$ cat src/rtl/bus_cycle_ctrl.sv
// bus_cycle_ctrl: turns single-beat CPU requests into setup/strobe/hold cycles on one decoded device.
// Build option BUS_CYC_EXT_RDY_EN adds a dev_rdy handshake that stretches STROBE, with a timeout.
module bus_cycle_ctrl #(
    parameter int DW          = 32,
    parameter int SETUP_CYC   = 1,
    parameter int HOLD_CYC    = 1,
    parameter int CE0_WAIT    = 2,
    parameter int CE1_WAIT    = 4,
    parameter int CS_WAIT     = 0,
    parameter int TIMEOUT_CYC = 64
) (
    input  logic          clk,
    input  logic          reset,
    input  logic          req_valid,
    output logic          req_ready,
    input  logic          req_wr,
    input  logic [31:0]   req_addr,
    input  logic [DW-1:0] req_wdata,
    output logic [1:0]    dec_addr,
    output logic          dec_en,
    input  logic          dec_ce0,
    input  logic          dec_ce1,
    input  logic          dec_cs,
    output logic          dev_ce0,
    output logic          dev_ce1,
    output logic          dev_cs,
    output logic          dev_oe,
    output logic          dev_we,
    output logic [29:0]   dev_addr,
    output logic [DW-1:0] dev_wdata,
    input  logic [DW-1:0] dev_rdata,
`ifdef BUS_CYC_EXT_RDY_EN
    input  logic          dev_rdy,
`endif
    output logic          resp_valid,
    output logic          resp_err,
    output logic [DW-1:0] resp_rdata
);
    typedef enum logic [2:0] {IDLE, SETUP, STROBE, HOLD, RESP} state_t;

`ifdef BUS_CYC_EXT_RDY_EN
    localparam bit EXT_RDY = 1'b1;
    logic rdy;
    assign rdy = dev_rdy;
`else
    localparam bit EXT_RDY = 1'b0;
    logic rdy;
    assign rdy = 1'b1;
`endif
    localparam logic [7:0] TMO_LAST = 8'(TIMEOUT_CYC - 1);

    state_t        state_q, state_d;
    logic [7:0]    cnt_q, cnt_d;
    logic          err_q, err_d;
    logic [7:0]    wait_q;
    logic [2:0]    sel_q;
    logic          wr_q;
    logic          ready_q;
    logic [DW-1:0] rdata_q;
    logic [29:0]   addr_q;
    logic [DW-1:0] wdata_q;
    logic          ce0_q, ce1_q, cs_q, oe_q, we_q;
    logic          resp_valid_q, resp_err_q;
    logic [DW-1:0] resp_rdata_q;

    logic          accept, capture, dec_ok, active_d, wr_n;
    logic [2:0]    dec_sel, sel_n;
    logic [7:0]    dec_wait;
    logic [DW-1:0] rdata_n;

    assign accept    = req_valid & ready_q;
    assign req_ready = ready_q;
    assign dec_en    = accept;
    assign dec_addr  = req_addr[31:30];
    assign dec_sel   = {dec_ce0, dec_ce1, dec_cs};
    assign dec_ok    = (dec_sel == 3'b100) || (dec_sel == 3'b010) || (dec_sel == 3'b001);

    always_comb begin
        case (dec_sel)
            3'b100:  dec_wait = 8'(CE0_WAIT);
            3'b010:  dec_wait = 8'(CE1_WAIT);
            default: dec_wait = 8'(CS_WAIT);
        endcase
    end

    // STROBE counts up from 0 so the same counter serves fixed waits and the dev_rdy timeout.
    always_comb begin
        state_d = state_q;
        cnt_d   = cnt_q;
        err_d   = err_q;
        capture = 1'b0;
        case (state_q)
            IDLE: begin
                if (accept) begin
                    cnt_d = 8'd0;
                    err_d = !dec_ok;
                    if (!dec_ok) begin
                        state_d = RESP;
                    end else if (SETUP_CYC != 0) begin
                        state_d = SETUP;
                        cnt_d   = 8'(SETUP_CYC - 1);
                    end else begin
                        state_d = STROBE;
                    end
                end
            end
            SETUP: begin
                if (cnt_q == 8'd0) begin
                    state_d = STROBE;
                    cnt_d   = 8'd0;
                end else begin
                    cnt_d = cnt_q - 8'd1;
                end
            end
            STROBE: begin
                if (cnt_q >= wait_q && rdy) begin
                    capture = 1'b1;
                    state_d = (HOLD_CYC != 0) ? HOLD : RESP;
                    cnt_d   = 8'(HOLD_CYC - 1);
                end else if (EXT_RDY && cnt_q == TMO_LAST) begin
                    err_d   = 1'b1;
                    state_d = (HOLD_CYC != 0) ? HOLD : RESP;
                    cnt_d   = 8'(HOLD_CYC - 1);
                end else begin
                    cnt_d = cnt_q + 8'd1;
                end
            end
            HOLD: begin
                if (cnt_q == 8'd0) begin
                    state_d = RESP;
                end else begin
                    cnt_d = cnt_q - 8'd1;
                end
            end
            RESP:    state_d = IDLE;
            default: state_d = IDLE;
        endcase
    end

    // Outputs are registered from the next state so pins line up with the phase they belong to.
    assign sel_n    = accept ? dec_sel : sel_q;
    assign wr_n     = accept ? req_wr : wr_q;
    assign rdata_n  = capture ? dev_rdata : rdata_q;
    assign active_d = (state_d == SETUP) || (state_d == STROBE) || (state_d == HOLD);

    always_ff @(posedge clk) begin
        if (reset) begin
            state_q      <= IDLE;
            cnt_q        <= 8'd0;
            err_q        <= 1'b0;
            wait_q       <= 8'd0;
            sel_q        <= 3'b000;
            wr_q         <= 1'b0;
            ready_q      <= 1'b0;
            rdata_q      <= '0;
            addr_q       <= '0;
            wdata_q      <= '0;
            ce0_q        <= 1'b0;
            ce1_q        <= 1'b0;
            cs_q         <= 1'b0;
            oe_q         <= 1'b0;
            we_q         <= 1'b0;
            resp_valid_q <= 1'b0;
            resp_err_q   <= 1'b0;
            resp_rdata_q <= '0;
        end else begin
            state_q <= state_d;
            cnt_q   <= cnt_d;
            err_q   <= err_d;
            ready_q <= (state_d == IDLE);
            if (accept) begin
                sel_q   <= dec_sel;
                wr_q    <= req_wr;
                wait_q  <= dec_wait;
                addr_q  <= req_addr[29:0];
                wdata_q <= req_wdata;
            end
            if (capture) begin
                rdata_q <= dev_rdata;
            end
            {ce0_q, ce1_q, cs_q} <= active_d ? sel_n : 3'b000;
            oe_q         <= (state_d == STROBE) && !wr_n;
            we_q         <= (state_d == STROBE) && wr_n;
            resp_valid_q <= (state_d == RESP);
            resp_err_q   <= (state_d == RESP) && err_d;
            resp_rdata_q <= ((state_d == RESP) && !err_d && !wr_n) ? rdata_n : '0;
        end
    end

    assign dev_ce0    = ce0_q;
    assign dev_ce1    = ce1_q;
    assign dev_cs     = cs_q;
    assign dev_oe     = oe_q;
    assign dev_we     = we_q;
    assign dev_addr   = addr_q;
    assign dev_wdata  = wdata_q;
    assign resp_valid = resp_valid_q;
    assign resp_err   = resp_err_q;
    assign resp_rdata = resp_rdata_q;
endmodule

$ cat config.mk
export PLATFORM = sky130hd
export DESIGN_NAME = bus_cycle_ctrl
export DESIGN_NICKNAME = d
export VERILOG_FILES = /design/src/rtl/bus_cycle_ctrl.sv
export SDC_FILE = /design/constraint.sdc
export NUM_CORES = 1
export LEC_CHECK = 0
export ABC_AREA = 1
export ABC_CLOCK_PERIOD_IN_PS = 2300
export BUFFER_PORTS_ARGS = -buffer_cell sky130_fd_sc_hd__buf_2
export CORE_UTILIZATION = 51
export CTS_BUF_LIST = sky130_fd_sc_hd__clkbuf_8
export CTS_CLUSTER_DIAMETER = 150
export DETAILED_ROUTE_END_ITERATION = 16
export PLACE_DENSITY = 0.9
export SYNTH_ARGS = -nofsm -noshare
export SYNTH_HDL_FRONTEND = slang
export SYNTH_SLANG_ARGS = --single-unit
$ cat constraint.sdc
create_clock -name clk -period 2.3 [get_ports clk]
set_input_delay 0.115 -clock clk [delete_from_list [all_inputs] [get_ports clk]]
set_output_delay 0.115 -clock clk [all_outputs]
set_load 0.02 [all_outputs]
[Yosys cells after proc, flatten, opt, wreduce, memory -nomap -nowiden]
Cells that the tools add are included.
Word-level totals
  flip-flop bits (word level): 158
  bits of input ports: 103
  output and inout port bits: 105
  word-level logic and storage cells: 74
Operators by class
  $add $sub $neg: 2
  order comparisons: 1
  equality and inequality tests: 12
  mux-type cells: 19
  bitwise gates (word level): 3
  reduce and logical (&&, ||, !) cells: 19
Operators by type and width (number)
  $mux 32: 1
  $mux 8: 4
  $pmux 8 s4: 1
  $mux 3: 6
  $eq 3x2->1 const B: 5
  $pmux 3 s4: 1
  $eq 3x1->1 const B: 3
  $add 8x1->8 const B: 1
  $ge 8x8->1: 1
  $logic_not 8->1: 1
  $sub 8x1->8 const B: 1
  $eq 3x3->1 const B: 2
  $logic_not 3->1: 2
  $pmux 3 s2: 1
  $logic_and 1x1->1: 5
  $mux 1: 5
  $logic_or 1x1->1: 4
  $ne 2x2->1 const B: 2
  $reduce_bool 4->1: 1
  $reduce_or 2->1: 2
  $logic_not 1->1: 3
  $reduce_and 3->1: 1
  $not 1->1: 2
  $and 1x1->1: 1

[Logic depth before layout (Yosys ltp)]
Gate-level depths: netlist of run 1.
  depth after elaboration: 11
  gate-level depth with buffers: 13
  gate-level depth less buffers: 12

[Worst setup path after synthesis of run 1]
OpenSTA, ideal clock, no wires.
  kind: register to register
  start point: register cnt_q[1]
  end point: register ce0_q, in the netlist dev_ce0
  arrival: 1493 ps
  setup slack: 685 ps
  cell stages (with the launch flop): 14
  path buffers: 1
  path through: dfxtp_1 > inv_1 > ha_1 > nand2_1 > nand2_1 > nand2_1 > nand2_1 > nand2_1 > buf_6 > nand2_1 > nor2_2 > nand2_1 > nand2_1 > nor2_1
Between the ends
  cells in the longest elaborated chain, start to end: 8
RTL lines
  start: declaration: RTL line 53  | logic [7:0] cnt_q, cnt_d;
  start signal: assignment: RTL line 168  | cnt_q <= cnt_d;
  $ge 8x8->1 or $logic_not 8->1 (tied branches): RTL line 116, 108, 129
  $mux 3 (on tied branches): RTL line 116, 108, 129
  $pmux 3 s4 (*): RTL line 92  | case (state_q)
  $eq 3x1->1 or $eq 3x2->1 (tied branches): RTL line 144  | assign active_d = (state_d == SETUP) || (state_d == STROBE) || (state_d == HOLD);
  $logic_or 1x1->1: RTL line 144
  $logic_or 1x1->1 (*): RTL line 144
  $not 1->1 (no source line) (*)
  $reduce_or 2->1 (no source line) (*)
  end signal: assignment: RTL line 181  | {ce0_q, ce1_q, cs_q} <= active_d ? sel_n : 3'b000;
  end: declaration: RTL line 62  | logic ce0_q, ce1_q, cs_q, oe_q, we_q;
Every way passes the cells marked *; elsewhere a longest branch is shown, timed or not.
A chain may end at the register's enable or synchronous reset.

[Final worst setup path of run 1]
  start point: register ready_q, in the netlist req_ready
  end point: output dec_en
Between the ends
  cells in the longest elaborated chain, start to end: 1
RTL lines
  start: declaration: RTL line 58  | logic ready_q;
  start signal: assignment: RTL line 170  | ready_q <= (state_d == IDLE);
  $and 1x1->1: RTL line 71  | assign accept = req_valid & ready_q;
  end: declaration: RTL line 20  | output logic dec_en,
No other way between the ends.

==> results of run 1 <==
## placed cells by master, fill, tap and decap left out, types with 5 or more instances in the layout
| master | instances |
|---|---|
| inv_2 | 5 |
| dlygate4sd3_1 | 94 |
| nor2_1 | 181 |
| buf_2 | 203 |
| a21oi_1 | 11 |
| inv_1 | 50 |
| nor2_2 | 36 |
| nand2_2 | 7 |
| o21ai_1 | 30 |
| dfxtp_1 | 152 |
| nand2_1 | 79 |
| o21ai_0 | 70 |
| buf_4 | 6 |
| nand3_1 | 14 |
| clkbuf_8 | 17 |
| inv_8 | 5 |
## how the worst max path moves through the flow
stage | start | to | cells after the start
6_report | req_ready | dec_en | 4
5_1_grt | cnt_q[1] | rdata_q[7] | 11
4_1_cts | req_ready | dec_en | 4
3_5_place_dp | cnt_q[1] | resp_rdata[19] | 11
3_3_place_gp | cnt_q[1] | rdata_q[10] | 11
2_1_floorplan | cnt_q[1] | dev_ce0 | 13
## repair_timing
action,CTS,global route
endpoints found under the setup margin,0,1
hold buffers,94,0
endpoints found under the hold margin,123,0
setup buffers,0,0
resized for setup,0,1
## state kept, by name, summed over array words and instances, names as in the netlist, 2 cells and up
| signal | count |
|---|---|
| cnt_q | 8 |
| dev_addr | 30 |
| dev_wdata | 32 |
| rdata_q | 32 |
| resp_rdata | 32 |
| sel_q | 3 |
| state_q | 3 |
| wait_q | 2 |
## stage by stage
stage | hold slack (ps) | cells
floorplan | 199.1 | 697
global placement | 230.1 | 1004
detailed placement | 230.1 | 1004
CTS | 7.686 | 1130
global route | 52.39 | 1130
finish | 27.31 | 1130
## per-layer routing
layer / global-route usage / vias to the layer above
met5: 0 / -
met4: 0.1815 / 0
met3: 0.08584 / 69
met2: 0.5269 / 263
met1: 0.3153 / 2576
li1: - / 2733
## cells by family (layout without fill, tap and decap cells)
| group | count (synthesis) | in the layout | share of synthesized area |
|---|---|---|---|
| simple gates | 327 | 327 | 0.2510 |
| fa+ha+maj | 4 | 4 | 0.009011 |
| compound gates | 114 | 114 | 0.1045 |
| flops | 152 | 152 | 0.5479 |
| xor+xnor | 5 | 5 | 0.007884 |
| buf+inv | 95 | 392 | 0.07975 |
## worst max-delay path, cell delays in order, from the launching register on
cell and delay, ps:
dfxtp_1 340, nand2_2 270, inv_2 150, buf_6 440, buf_2 270
## area by class of cell
| type | count | area share |
|---|---|---|
| clock buffers | 17 | 0.02956 |
| clock inverters | 15 | 0.02165 |
| inverters | 56 | 0.02671 |
| multi-input cells | 450 | 0.2619 |
| flip-flops and latches | 152 | 0.3844 |
| well taps | 136 | 0.02150 |
| repair buffers | 304 | 0.2543 |
## cell usage after synthesis (all sizes together) (4+ instances only)
master and instances:
o21ai 102, nor2 219, nand3 15, buf 14, inv 55, xor2 4, ha 4, clkbuf 25
dfxtp 152, a21oi 11, nand2 86, nand4 4
## power by group
group	switching [mW]	internal, mW	total (mW)
clock network	1.19	0.829	2.01
registers	0.0729	2.77	2.85
logic	0.576	0.370	0.946
==> impl_metrics.yaml, run 1 <==
clocking:
  htreeDepth: 4
  cts_tree: "built"
  cts.clk_slew.worst_paths_ps: 90
  insertion_delay_ps: 450
  root_buffer: "clkbuf_8"
  cts_buffers: 17
  cts_sinks: 152
  clockBufferDepth: 2
placed_design:
  placed_area_um2: 6566
  gp_congestion: 0.8363
  dp_hpwl_um: 8964
  portBuffers: 203
  place_ws_ps: 322.1
worst_setup_path:
  path_max_fanout: 72
  r2r-end: "dev_cs"
  rrSetupSlack_ps: 270
  arrival_ps: 1950
  cp-end-kind: "output port"
  cp.required_ps: 2180
  timing.rr.start: "cnt_q[1]"
  reg2reg_depth: 13
  start_kind: "flip-flop"
  path_class: "reg -> out"
timing:
  timing.final.ws_setup_ps: 238.7
  hold_viol: 0
  fmax_mhz: 485.1
  rsz0062_at_grt: "false"
  fin_skew_ps: 21.15
  worstMarginPinSlew_ps: 584.8
  tns_ps: 0
  finalCriticalPeriod_ps: 2061
  slew_viol_final: 0
  setup_violations: 0
  fin_crit_sh: 0.8962
  worst_slew_margin_rel: 0.6102
floorplanning:
  core_um2: 10460
  ioPinCount: 208
  die_y_um: 106.4
  rows: 37
  die_w_um: 106.4
  start_util: 0.5309
  die-area_um2: 11310
min_path:
  hold_end: "rdata_q[1]"
  min-delay-start: "dev_rdata[1]"
  hold_class: "in -> reg"
  whs_path_depth: 3
pwr:
  p_per_area_nw_per_um2: 733.7
  leakage_nw: 3.838
  totalPowerFinal_mw: 5.808
  irDropWorstVdd_mv: 0.5289
logic_synthesis:
  syn_inst: 697
  yosys_warnings: 0
  avgSynthCellArea_um2: 7.969
  yosys-top-cells-area: "dfxtp_1, nor2_1, o21ai_0, nand2_1, nor2_2"
  yosysSeqAreaShare: 0.5479
  synth_edf_count: 0
  yosysTopAreaCell: "dfxtp_1"
  ys_seq_elements: 152
  ys_async_sr_fraction: 0
  synth_area_um2: 5554
  synth_ff_type: "dfxtp_1"
  syn-num-nets: 804
  synth_cell_type_count: 27
  synth_top_area_frac: 0.5479
cells_and_area:
  stdcell_area_um2: 7916
  multi_input_area_um2: 2073
  antenna_cells: 0
  utilization: 0.7566
  drive_above_1_share: 0.2988
  final_nets: 1088
  seqCellArea_um2: 3043
  area_growth_syn_to_layout_pct: 42.53
  fillCellCount: 708
detailed_routing:
  dr.first_iter.drc_count: 351
  wl_per_cell_um: 14.91
  ant_nets: 0
  wl_um: 16850
  vias_per_cell: 4.992
  top_layer: "met4"
  met1Wirelength_um: 6438
  firstDrtPassIters: 7
  dr_wl_met2_um: 8454
  dr_wl_met3_um: 1243
  via_count: 5641
  post-route-drc-count: 0
global_route:
  antenna_found_initial: 0
  grt_max_degree: 73
  grt_use_total: 0.2996
  grt_pass1_vias: 5785
  grt_pass1_wl_um: 26390
  grt-ovfl-total: 0
job:
  max_cap_violations: 0
status:
  outcome: "complete, no violations"
No activity file was read; power rests on OpenSTA's default activity.
==> inputs of run 2 (changes only) <==
--- a/config.mk
+++ b/config.mk
@@ -8,11 +8,10 @@
 export ABC_AREA = 1
 export ABC_CLOCK_PERIOD_IN_PS = 2300
 export BUFFER_PORTS_ARGS = -buffer_cell sky130_fd_sc_hd__buf_2
-export CORE_UTILIZATION = 51
-export CTS_BUF_LIST = sky130_fd_sc_hd__clkbuf_8
+export CORE_UTILIZATION = 49
 export CTS_CLUSTER_DIAMETER = 150
 export DETAILED_ROUTE_END_ITERATION = 16
-export PLACE_DENSITY = 0.9
+export PLACE_DENSITY = 0.88
 export SYNTH_ARGS = -nofsm -noshare
 export SYNTH_HDL_FRONTEND = slang
 export SYNTH_SLANG_ARGS = --single-unit
==> impl_metrics.yaml, run 2 (synthesis gave the netlist of run 1 again) <==
clocking:
  cts_tree: "built"
  htreeDepth: 4
  cts_sinks: 152
  cts_buffers: 17
  post_cts_buffers: 0
  cts.clk_slew.worst_paths_ps: 60
  clockBufferDepth: 2
  cts_repair_resize_count: 0
  insertion_delay_ps: 410
  hold_buffers: 82
  root_buffer: "clkbuf_16"
placed_design:
  dp_cells: 1008
  placed_area_um2: 6584
  portBuffers: 203
  place_ws_ps: 374.3
  dp_hpwl_um: 8801
  gp_congestion: 0.8250
floorplanning:
  die-area_um2: 11760
  die_y_um: 108.5
  die_w_um: 108.5
  rows: 38
  ioPinCount: 208
  start_util: 0.5079
  core_um2: 10940
timing:
  slew_viol_final: 0
  fmax_mhz: 500.4
  worstMarginPinSlew_ps: 723.5
  hold_viol: 0
  whs_ps: 13.47
  tns_ps: 0
  fin_skew_ps: 10.65
  finalCriticalPeriod_ps: 1998
  rsz0062_at_grt: "false"
  fin_crit_sh: 0.8689
  timing.final.ws_setup_ps: 301.6
  setup_violations: 0
  worst_slew_margin_rel: 0.5177
min_path:
  hold_class: "in -> reg"
worst_setup_path:
  start_kind: "flip-flop"
  arrival_ps: 1880
  cp_top_family: "buffers and inverters"
  cp_cell_sequence: "nand2_2 -> inv_2 -> buf_4 -> buf_2"
  worst-path-buf-inv: 3
  crit_slowest_cell: "buf_4"
  cp-end-kind: "output port"
  path_class: "reg -> out"
  path_max_fanout: 72
  crit_path_max_incr_delay_ps: 570
  cp.required_ps: 2180
global_route:
  grt_max_degree: 73
  grt-ovfl-total: 0
  antenna_found_initial: 1
  grt_pass1_wl_um: 25070
  grt_use_total: 0.2754
  grt_pass1_vias: 5462
cells_and_area:
  fillCellCount: 766
  area_growth_syn_to_layout_pct: 44.51
  final_common_cell: "buf_2"
  final_nets: 1076
  drive_above_1_share: 0.3024
  utilization: 0.7340
  final_cells: 1123
  stdcell_area_um2: 8026
  final_cell_mix: "buf_2, nor2_1, dfxtp_1"
detailed_routing:
  ant_nets: 0
  firstDrtPassIters: 4
  wl_per_cell_um: 14.27
  dr.first_iter.drc_count: 396
  vias_per_cell: 4.952
  post-route-drc-count: 0
  via_count: 5561
  wl_um: 16030
job:
  max_cap_violations: 0
pwr:
  irDropWorstVdd_mv: 0.6404
  leakage_nw: 3.898
  totalPowerFinal_mw: 6.671
  p_per_area_nw_per_um2: 831.2
status:
  outcome: "complete, no violations"
[run 2: cell count changes in the layout (fill, tap and decap cells not counted), sizes merged]
cell / delta
clkinv: -1
bufinv: +3
inv: -4
dlygate4sd3: -12
diode: +1
clkbuf: +2
[run 2: area by class of cell]
class                   instances  area [um^2]  area share
diodes                          1        2.502   0.0003118
clock buffers                  19        452.9     0.05643
clock inverters                13        166.4     0.02073
inverters                      56        211.5     0.02634
multi-input cells             450         2073      0.2583
flip-flops and latches        152         3043      0.3791
well taps                     140        175.2     0.02182
repair buffers                292         1902      0.2369
[run 2: report_power, final]
group | total, mW | switching [mW] | internal [mW]
sequential | 2.85 | 0.0713 | 2.78
clock | 2.90 | 1.12 | 1.78
combinational | 0.921 | 0.563 | 0.358
total | 6.67 | 1.76 | 4.91
[run 2: routing by layer]
metal	wire, um	track usage	share of wire
met1	6362	0.3058	0.40
met4	528	0.1438	0.033
met3	1215	0.08258	0.076
met5	0	0	0
met2	7924	0.4733	0.49
[run 2: path summary, 6_finish.rpt]
path / to / startpoint / cells after the start / slack (ps)
min reg2reg: dev_wdata[12] / dev_wdata[12] / 2 / 480
max: dec_en / req_ready / 4 / 300
min: rdata_q[12] / dev_rdata[12] / 3 / 10
max reg2reg: resp_rdata[1] / cnt_q[1] / 10 / 370
[run 2: worst reg2reg max path: stages (launching register included)]
cell and delay (ps):
dfxtp_1 350, inv_1 100, ha_1 200, nand2_2 100
nor2_4 140, nand2_2 80, nand2_2 90, nand2_2 70
clkinv_2 80, nand3_4 410, nor2_2 240
==> inputs of run 3 (changes only) <==
--- a/config.mk
+++ b/config.mk
@@ -8,10 +8,12 @@
 export ABC_AREA = 1
 export ABC_CLOCK_PERIOD_IN_PS = 2300
 export BUFFER_PORTS_ARGS = -buffer_cell sky130_fd_sc_hd__buf_2
-export CORE_UTILIZATION = 49
+export CELL_PAD_IN_SITES_DETAIL_PLACEMENT = 1
+export CELL_PAD_IN_SITES_GLOBAL_PLACEMENT = 1
+export CORE_UTILIZATION = 34
 export CTS_CLUSTER_DIAMETER = 150
 export DETAILED_ROUTE_END_ITERATION = 16
-export PLACE_DENSITY = 0.88
+export PLACE_DENSITY = 0.86
 export SYNTH_ARGS = -nofsm -noshare
 export SYNTH_HDL_FRONTEND = slang
 export SYNTH_SLANG_ARGS = --single-unit
==> impl_metrics.yaml, run 3 (synthesis gave the netlist of run 1 again) <==
cells_and_area:
  multi_input_area_um2: 2073
  seqCellArea_um2: 3043
  final_cells: 1200
  area_growth_syn_to_layout_pct: 46.14
  final_common_cell: "buf_2"
  final_cell_mix: "buf_2, nor2_1, dfxtp_1"
  drive_above_1_share: 0.3004
  fillCellCount: 1936
  final_nets: 1076
global_route:
  grt_max_degree: 73
  grt_pass1_vias: 5929
  grt_use_total: 0.2223
  grt_pass1_wl_um: 28970
  grt-ovfl-total: 0
  antenna_found_initial: 2
detailed_routing:
  dr.first_iter.drc_count: 160
  firstDrtPassIters: 4
  via_count: 5530
  wl_um: 18300
  post-route-drc-count: 0
  vias_per_cell: 4.608
  ant_nets: 0
  wl_per_cell_um: 15.25
worst_setup_path:
  path_max_fanout: 28
  cp_cell_sequence: "inv_1 -> ha_1 -> nand2_1 -> nand2_1 -> nand2_1 -> nand2_1 -> nand2_2 -> buf_12 -> o21ai_0 -> nor2_2"
  arrival_ps: 2340
  start_kind: "flip-flop"
  crit_path_max_incr_delay_ps: 400
  crit_slowest_cell: "dfxtp_1"
  path_common_cell: "nand2_1"
  cp-end-kind: "flip-flop"
  path_class: "reg -> reg"
  cp.required_ps: 2580
clocking:
  cts_repair_resize_count: 0
  root_buffer: "clkbuf_16"
  htreeDepth: 4
  cts_tree: "built"
  insertion_delay_ps: 420
  cts.clk_slew.worst_paths_ps: 60
  clockBufferDepth: 2
  cts_sinks: 152
  cts_buffers: 17
pwr:
  totalPowerFinal_mw: 6.614
  irDropWorstVdd_mv: 0.5114
  p_per_area_nw_per_um2: 814.8
  leakage_nw: 3.882
timing:
  tns_ps: 0
  fmax_mhz: 485.2
  hold_viol: 0
  finalCriticalPeriod_ps: 2061
  fin_skew_ps: 12.70
  worst_slew_margin_rel: 0.5039
  fin_crit_sh: 0.8960
  slew_viol_final: 0
  worstMarginPinSlew_ps: 744.2
  setup_violations: 0
  rsz0062_at_grt: "false"
placed_design:
  dp_cells: 1084
  portBuffers: 203
  dp_hpwl_um: 10700
  gp_congestion: 0.8063
job:
  max_cap_violations: 0
min_path:
  hold_class: "in -> reg"
floorplanning:
  die_w_um: 129.8
  die-area_um2: 16850
  die_y_um: 129.8
  rows: 46
  start_util: 0.3484
  core_um2: 15940
  ioPinCount: 208
status:
  outcome: "complete, no violations"
[run 3: changes by cell type in the layout (fill, tap and decap cells not counted), sizes merged]
cell      change
bufinv        -1
inv           +1
clkinv        -2
diode         +1
clkinvlp      +2
[run 3: path summary, 6_finish.rpt]
check                                  start             to  slack [ps]  cells after the start
worst min-delay path            req_wdata[0]   dev_wdata[0]          10                      3
worst max-delay path                cnt_q[1]  resp_rdata[2]         240                     10
worst max register to register      cnt_q[1]  resp_rdata[2]         240                     10
worst min register to register  dev_addr[27]   dev_addr[27]         480                      2
[run 3: timing repair]
| action | 4_1_cts | 5_1_grt |
|---|---|---|
| setup buffers | 0 | 0 |
| hold buffers | 82 | 0 |
| hold endpoints to repair | 101 | 0 |
| endpoints found under the setup margin | 0 | 0 |
[run 3: through the flow]
step,utilization,hold WS [ps],cell area (um^2),setup slack (ps)
4_1_cts,0.5088,4.365,8112,223.2
6_report,0.5091,12.11,8117,239.2
3_5_place_dp,0.4197,230.1,6691,260.2
5_1_grt,0.5091,4.270,8117,81.68
3_3_place_gp,0.4197,230.1,6691,415.1
2_1_floorplan,-,199.1,5554,685.5
[run 3: final cells by class]
| cell class | instances | share of cell area |
|---|---|---|
| antenna | 2 | 0.0006166 |
| clock buffer | 19 | 0.05334 |
| clock inverter | 13 | 0.02050 |
| inverter | 56 | 0.02605 |
| multi-input combinational | 450 | 0.2554 |
| sequential | 152 | 0.3749 |
| tap | 216 | 0.03330 |
| timing repair buffer | 292 | 0.2359 |
[run 3: critical path, delay by kind of cell, from the launching register on]
| family | cells | cell delay (ps) |
|---|---|---|
| DFF | 1 | 400 |
| and+or+nand+nor | 6 | 550 |
| AOI/OAI and AO/OA | 1 | 320 |
| buffers and inverters | 2 | 360 |
| adders and majority gates | 1 | 290 |
[run 3: power breakdown]
part           switching (mW)  internal (mW)
clock                    1.19           1.64
sequential             0.0678           2.78
combinational           0.580          0.360
total                    1.84           4.77
[run 3: per-layer routing]
metal / share of wire / vias up / track usage
met5: 0 / - / 0
met4: 0.023 / 0 / 0.09644
met3: 0.075 / 33 / 0.07380
met2: 0.51 / 195 / 0.4036
met1: 0.39 / 2583 / 0.2340
li1: - / 2719 / -
